File: config.mk
export PLATFORM = sky130hd
export DESIGN_NAME = replication_unpack
export DESIGN_NICKNAME = d
export VERILOG_FILES = /design/src/rtl/replication_pkg.sv /design/src/rtl/rep_skid_buf.sv /design/src/rtl/replication_unpack.sv
export SDC_FILE = /design/constraint.sdc
export NUM_CORES = 1
export LEC_CHECK = 0
export CORE_MARGIN = 10
export CORE_UTILIZATION = 47
export DETAILED_ROUTE_END_ITERATION = 12
export PLACE_DENSITY = 0.75
export SKIP_CTS_REPAIR_TIMING = 1
export SYNTH_ARGS = -nofsm -noshare
export SYNTH_HDL_FRONTEND = slang
export SYNTH_SLANG_ARGS = --single-unit
File: constraint.sdc
create_clock -name clk -period 1.9 [get_ports clk]
set_input_delay 0.38 -clock clk [delete_from_list [all_inputs] [get_ports clk]]
set_output_delay 0.38 -clock clk [all_outputs]
set_load 0.005 [all_outputs]
File: src/rtl/replication_pkg.sv
// replication_pkg: frame layout shared by the replication packer and unpacker.
// Frame (7 bits): [6:4] three copies of a, [3:2] b, [1:0] c.
// Stored/decoded entry: {err, a, b[1:0], c[1:0]}.
package replication_pkg;
  localparam int A_REP   = 3;
  localparam int B_W     = 2;
  localparam int C_W     = 2;
  localparam int FRAME_W = 7;

  // field bit positions inside a frame
  localparam int A_HI = 6;
  localparam int A_LO = 4;
  localparam int B_HI = 3;
  localparam int B_LO = 2;
  localparam int C_HI = 1;
  localparam int C_LO = 0;

  typedef enum logic [1:0] {EMPTY, ONE, TWO} buf_state_e;

  typedef struct packed {
    logic           err;
    logic           a;
    logic [B_W-1:0] b;
    logic [C_W-1:0] c;
  } entry_t;

  localparam int ENTRY_W = $bits(entry_t);

  // 2-of-3 majority
  function automatic logic maj3(input logic [A_REP-1:0] x);
    return (x[2] & x[1]) | (x[2] & x[0]) | (x[1] & x[0]);
  endfunction
endpackage

File: src/rtl/rep_skid_buf.sv
// rep_skid_buf: two-entry skid buffer with registered in_ready.
// Ports: clk/rst_n; in_valid/in_ready/in_data upstream;
//        out_valid/out_ready/out_data downstream (out_data = head entry).
module rep_skid_buf
  import replication_pkg::*;
#(
  parameter int W = ENTRY_W
) (
  input  logic         clk,
  input  logic         rst_n,
  input  logic         in_valid,
  output logic         in_ready,
  input  logic [W-1:0] in_data,
  output logic         out_valid,
  input  logic         out_ready,
  output logic [W-1:0] out_data
);
  buf_state_e   state, state_nxt;
  logic [W-1:0] head, skid;
  logic         in_ready_q;
  logic         acc, xfer;
  logic         ld_head_in, ld_head_skid, ld_skid;

  assign in_ready = in_ready_q;
  assign out_data = head;
  assign acc      = in_valid & in_ready_q;
  assign xfer     = out_valid & out_ready;

  // state register; in_ready follows the next state so it is low exactly in TWO
  always_ff @(posedge clk or negedge rst_n) begin
    if (!rst_n) begin
      state      <= EMPTY;
      in_ready_q <= 1'b1;
    end else begin
      state      <= state_nxt;
      in_ready_q <= (state_nxt != TWO);
    end
  end

  // next state
  always_comb begin
    state_nxt = state;
    case (state)
      EMPTY:   if (acc) state_nxt = ONE;
      ONE: begin
        if (acc && !xfer)      state_nxt = TWO;
        else if (!acc && xfer) state_nxt = EMPTY;
      end
      TWO:     if (xfer) state_nxt = ONE;
      default: state_nxt = EMPTY;
    endcase
  end

  // outputs and datapath load controls
  always_comb begin
    out_valid    = (state != EMPTY);
    ld_head_in   = 1'b0;
    ld_head_skid = 1'b0;
    ld_skid      = 1'b0;
    case (state)
      EMPTY:   ld_head_in = acc;
      ONE: begin
        // accept+transfer in ONE: new word replaces the departing head
        ld_head_in = acc & xfer;
        ld_skid    = acc & ~xfer;
      end
      TWO:     ld_head_skid = xfer;
      default: ;
    endcase
  end

  always_ff @(posedge clk or negedge rst_n) begin
    if (!rst_n) begin
      head <= '0;
      skid <= '0;
    end else begin
      if (ld_head_in)        head <= in_data;
      else if (ld_head_skid) head <= skid;
      if (ld_skid)           skid <= in_data;
    end
  end
endmodule

File: src/rtl/replication_unpack.sv
// replication_unpack: majority-vote decode of {3{a}, b, c} frames, skid-buffered
// output, saturating count of frames whose a copies disagree.
// Ports: clk/rst_n; in_valid/in_ready/in_y upstream; out_valid/out_ready and
//        out_a/out_b/out_c/out_err downstream; clr_cnt clears err_count.
module replication_unpack
  import replication_pkg::*;
#(
  parameter int ERR_CNT_W = 8
) (
  input  logic                 clk,
  input  logic                 rst_n,
  input  logic                 in_valid,
  output logic                 in_ready,
  input  logic [FRAME_W-1:0]   in_y,
  output logic                 out_valid,
  input  logic                 out_ready,
  output logic                 out_a,
  output logic [B_W-1:0]       out_b,
  output logic [C_W-1:0]       out_c,
  output logic                 out_err,
  input  logic                 clr_cnt,
  output logic [ERR_CNT_W-1:0] err_count
);
  localparam logic [ERR_CNT_W-1:0] CNT_MAX = '1;

  logic [A_REP-1:0]   a_cp;
  entry_t             dec, head;
  logic [ENTRY_W-1:0] head_bits;
  logic               acc;

  assign a_cp    = in_y[A_HI:A_LO];
  assign dec.a   = maj3(a_cp);
  assign dec.err = ~((a_cp[2] == a_cp[1]) & (a_cp[1] == a_cp[0]));
  assign dec.b   = in_y[B_HI:B_LO];
  assign dec.c   = in_y[C_HI:C_LO];

  rep_skid_buf #(.W(ENTRY_W)) u_buf (
    .clk       (clk),
    .rst_n     (rst_n),
    .in_valid  (in_valid),
    .in_ready  (in_ready),
    .in_data   (dec),
    .out_valid (out_valid),
    .out_ready (out_ready),
    .out_data  (head_bits)
  );

  assign head    = entry_t'(head_bits);
  assign out_a   = head.a;
  assign out_b   = head.b;
  assign out_c   = head.c;
  assign out_err = head.err;

  assign acc = in_valid & in_ready;

  // clear has priority over a same-cycle error accept
  always_ff @(posedge clk or negedge rst_n) begin
    if (!rst_n)
      err_count <= '0;
    else if (clr_cnt)
      err_count <= '0;
    else if (acc && dec.err && (err_count != CNT_MAX))
      err_count <= err_count + 1'b1;
  end
endmodule

# --- Word level (Yosys, flattened, before mapping) ---
# Cells that the tools add are included.
op_classes:
  n_addsub: 1
  eq_ne: 6
  mux: 12
  bitwise: 12
  n_reduce_logical: 10
op_table:
  columns: ["cell", "count"]
  rows:
  - ["$mux 8", 2]
  - ["$mux 6", 2]
  - ["$add 8x1->8 const B", 1]
  - ["$and 1x1->1", 8]
  - ["$mux 2", 4]
  - ["$ne 8x8->1 const B", 1]
  - ["$pmux 2 s3", 1]
  - ["$reduce_bool 2->1", 3]
  - ["$logic_and 1x1->1", 4]
  - ["$eq 1x1->1", 2]
  - ["$eq 2x1->1 const B", 1]
  - ["$eq 2x2->1 const B", 1]
  - ["$logic_not 1->1", 2]
  - ["$logic_not 2->1", 1]
  - ["$mux 1", 2]
  - ["$ne 2x2->1 const B", 1]
  - ["$not 1->1", 2]
  - ["$or 1x1->1", 2]
  - ["$pmux 1 s2", 1]
word_totals:
  ff_bits: 23
  inputBits: 12
  output_inout_bits: 16
  word_cells: 46

# --- Logic depth before layout (Yosys ltp) ---
logic_depth:
  word_depth: 7
  depth_mapped: 5

# --- Cells and area by module ---
# From an unflattened synthesis, not the netlist that was laid out.
hier_totals:
  cells_unflattened: 98
  hier_area_um2: 1237.4
by_module_without_submodules:
  columns: ["mod", "n_inst", "cells_per_inst", "area_each_um2"]
  rows:
  - ["rep_skid_buf", 1, 47, 696.9]
  - ["replication_unpack", 1, 51, 540.5]

# --- Worst setup path before layout ---
# OpenSTA, ideal clock, no wires.
synth_path:
  path_type: "register to register"
  start: "register u_buf.in_ready_q, in the netlist u_buf.in_ready"
  end: "register u_buf.skid[0]"
  setup_ns: 0.125
  arrival_ns: 1.400
  slack_ns: 0.375
  stages_incl_launch_ff: 4
  path_buffers: 0
  cell_sequence: "dfstp_2 nand2_1 nor3_2 mux2_2"
synth_via:
  elab_chain_cells: 3
synth_lines:
  columns: ["element", "line_no", "rtl"]
  rows:
  - ["from (decl)", "rep_skid_buf.sv:20", "logic in_ready_q;"]
  - ["from (signal assigned)", "rep_skid_buf.sv:36", "in_ready_q <= (state_nxt != TWO);"]
  - ["$and 1x1->1", "rep_skid_buf.sv:26", "assign acc = in_valid & in_ready_q;"]
  - ["$and 1x1->1", "rep_skid_buf.sv:65", "ld_skid = acc & ~xfer;"]
  - ["$mux 1", "rep_skid_buf.sv:60", "case (state)"]
  - ["to (signal assigned)", "rep_skid_buf.sv:79", "if (ld_skid) skid <= in_data;"]
  - ["to (decl)", "rep_skid_buf.sv:19", "logic [W-1:0] head, skid;"]
# Every way passes these cells.
# A chain may end at the register's enable or synchronous reset.

# --- Final worst setup path ---
layout_path:
  start: "register u_buf.state[1]"
  end: "output port out_valid"
layout_via:
  elab_chain_cells: 1
layout_lines:
  columns: ["element", "line_no", "rtl"]
  rows:
  - ["from (decl)", "rep_skid_buf.sv:18", "buf_state_e state, state_nxt;"]
  - ["from (signal assigned)", "rep_skid_buf.sv:35", "state <= state_nxt;"]
  - ["$reduce_bool 2->1", "rep_skid_buf.sv:56", "out_valid = (state != EMPTY);"]
  - ["to (decl)", "replication_unpack.sv:15", "output logic out_valid,"]
# Every way passes these cells.

==> out/qor.yml <==
clock_tree:
  cts_buffers: 3
  clk_pin_slew_ns: 0.13
  cts_sinks: 23
  clockBufferDepth: 2
  root_buffer: "clkbuf_4"
  cts_htree_levels: 1
  cts_tree: "built"
  clock_latency_ns: 0.31
route:
  dr.pass1.iters: 4
  wirelength_um: 2540
  drc: 0
  via_per_inst: 5.45
  ant_nets: 0
  num_vias: 889
  avgRoutedWirePerCell_um: 15.6
  drt_iter0_markers: 29
final_layout:
  fin_area_sq_um: 1510
  num_antenna_cells: 0
  final_cell_mix: "27 x clkdlybuf4s50_1, 21 x dfrtp_1, 13 x nor2_1"
  layout_commonest_cell: "clkdlybuf4s50_1"
  drive_gt1_share_pct: 19.3
  fillerInstances: 178
  finish.net_count: 151
  final_cells: 163
  area_growth_pct: 35.0
flow_run:
  drv_cap: 0
worst_setup_path:
  cp-end-kind: "output port"
  r2r-end: "err_count[0]$_DFFE_PN0P_"
  crit_buf_inv: 1
  cp_slowest_cell: "dfrtp_2"
  worstPathCellList: "or2_2 -> clkdlybuf4s50_1"
  critPathRequiredTime_ns: 1.52
  worst-path-stages: 2
  cp.arrival_ns: 1.48
  worstSetupStartpoint: "u_buf.state[1]$_DFF_PN0_"
  rr_startpoint: "err_count[0]$_DFFE_PN0P_"
  cp-endpoint: "out_valid"
  regToRegSetupSlack_ns: 0.28
  critical-path-top-delay-family: "flip-flops"
  critPathMaxFanout: 4
  cpPeakStageDelay_ns: 0.45
  crit_path_start_kind: "flip-flop"
  r2r_cells: 6
  crit_type: "flip-flop to output port"
grt:
  grt-ovfl-total: 0
  grt_antenna_before_repair: 0
  grt_pass1_vias: 933
  grt_pass1_wl_um: 4190
  grt_max_degree: 24
  grt_use_total_pct: 11.5
logic_synthesis:
  yosysSeqAreaShare_pct: 51.7
  synth.distinct_cells: 34
  syn_inst: 97
  synth_fp_nets: 112
  yosysWarningCount: 0
  synth-seq-cells: 23
  syn-mean-instance-area_sq_um: 11.5
  synth_area_sq_um: 1110
timing:
  worst_slew_pin_slew_ns: 0.374
  finalHoldViolCount: 0
  max_freq_mhz: 537
  setup_viol: 0
  maxSlewViolCount: 0
  setup-tns-final_ns: 0
  whs_ns: 0.412
  layout_setup_ws_ns: 0.0385
  fin_crit_ns: 1.86
  slew_headroom_pct: 75.0
  timing.final.crit_share_pct: 98.0
  clock_skew_ns: 0.00188
pwr:
  leakagePower_nw: 0.684
  ir_drop_mv: 0.614
  power_density_nw_per_um2: 1050
place:
  place_area_sq_um: 1450
  pre_cts_slack_ns: -0.186
  portBuffers: 27
  dpl.cell_count: 156
  dp_hpwl_um: 1880
  gp_congestion: 0.818
status:
  outcome: "completed"
floorplan:
  die_h_um: 68.7
  start_util_pct: 49.9
  die-area_sq_um: 4720
  coreArea_sq_um: 2230
  dieWidth_um: 68.7
  row_count: 17
  top_level_ports: 28
worst_hold_path:
  hold_path.class: "input pin to async pin"
-- metal layers --
metal  GRT usage (%)  share of wire (%)
met5               0                  0
met4            4.43               0.63
met3            4.83                 10
met2            19.9                 48
met1            12.3                 41
-- flip-flops by register name, summed over array words and instances (netlist names) --
name,count
u_buf.out_data,6
u_buf.in_ready,1
u_buf.state,2
err_count,8
u_buf.skid,6
-- synth_stat cells --
master / count / area, sq um
dfrtp_1: 22 / 551
nor2_1: 13 / 48.8
xor2_1: 6 / 52.6
a21o_1: 4 / 30.0
a22o_1: 4 / 35.0
mux2_2: 4 / 45.0
mux2i_1: 4 / 40.0
a21oi_1: 3 / 15.0
ha_1: 3 / 37.5
nand2_1: 3 / 11.3
o211ai_1: 3 / 22.5
or2_2: 3 / 18.8
and2_1: 2 / 12.5
and3_1: 2 / 12.5
o21ai_0: 2 / 10.0
a211oi_1: 1 / 7.51
buf_1: 1 / 3.75
buf_4: 1 / 7.51
dfstp_2: 1 / 26.3
inv_1: 1 / 3.75
nand2b_4: 1 / 13.8
nand3_1: 1 / 5.00
nand4_1: 1 / 6.26
nand4b_1: 1 / 8.76
nor2b_1: 1 / 6.26
nor3_2: 1 / 10.0
nor3b_2: 1 / 12.5
o2111ai_1: 1 / 8.76
o211a_1: 1 / 10.0
o21ai_2: 1 / 8.76
o21bai_1: 1 / 7.51
o311ai_0: 1 / 8.76
o41ai_1: 1 / 8.76
xnor2_1: 1 / 8.76
-- worst reg2reg max path, delay by kind of cell (launching register included) --
| kind | cells | cell delay [ns] |
|---|---|---|
| flip-flops | 1 | 0.43 |
| AO/OA/AOI/OAI | 1 | 0.28 |
| AND/OR/NAND/NOR | 2 | 0.27 |
| buffers and inverters | 1 | 0.16 |
| XOR/XNOR | 1 | 0.15 |
| adder cells (fa/ha/maj) | 1 | 0.24 |
-- stage by stage --
step | utilization (%) | power (mW)
6_report | 67.4 | 1.58
5_1_grt | 67.4 | 1.69
4_1_cts | 66.3 | 1.57
3_5_place_dp | 65.1 | 1.34
3_3_place_gp | 65.1 | 1.31
2_1_floorplan | - | 1.03
-- worst min-delay path by stage --
stage	endpoint	depth (start not counted)	slack, ns
finish	u_buf.skid[3]$_DFFE_PN0P_	2	0.41
global route	u_buf.skid[1]$_DFFE_PN0P_	2	0.41
CTS	u_buf.skid[3]$_DFFE_PN0P_	2	0.41
detailed placement	u_buf.out_data[1]$_DFFE_PN0P_	1	0.46
global placement	u_buf.out_data[3]$_DFFE_PN0P_	1	0.46
floorplan	err_count[0]$_DFFE_PN0P_	0	0.08
-- where the power goes --
| group | leakage, nW | switching, mW | internal (mW) |
|---|---|---|---|
| Combinational | 0.381 | 0.242 | 0.383 |
| Clock | 0.0177 | 0.148 | 0.0785 |
| Sequential | 0.286 | 0.0857 | 0.647 |
-- cell type report --
class                   instances  area, sq um  area share (%)
clock buffers                   3         22.5            1.50
clock inverters                 1         5.00           0.333
inverters                       1         3.75           0.249
multi-input cells              71          523            34.7
flip-flops and latches         23          578            38.4
well taps                      28         35.0            2.33
repair buffers                 36          338            22.4
-- logic make-up after synthesis --
group | synth area share, %
simple gates | 14.9
xor+xnor | 5.50
mux | 7.63
fa+ha+maj | 3.37
flops | 51.7
compound gates | 15.5
buf+inv | 1.35
No activity file was read; power rests on OpenSTA's default activity.
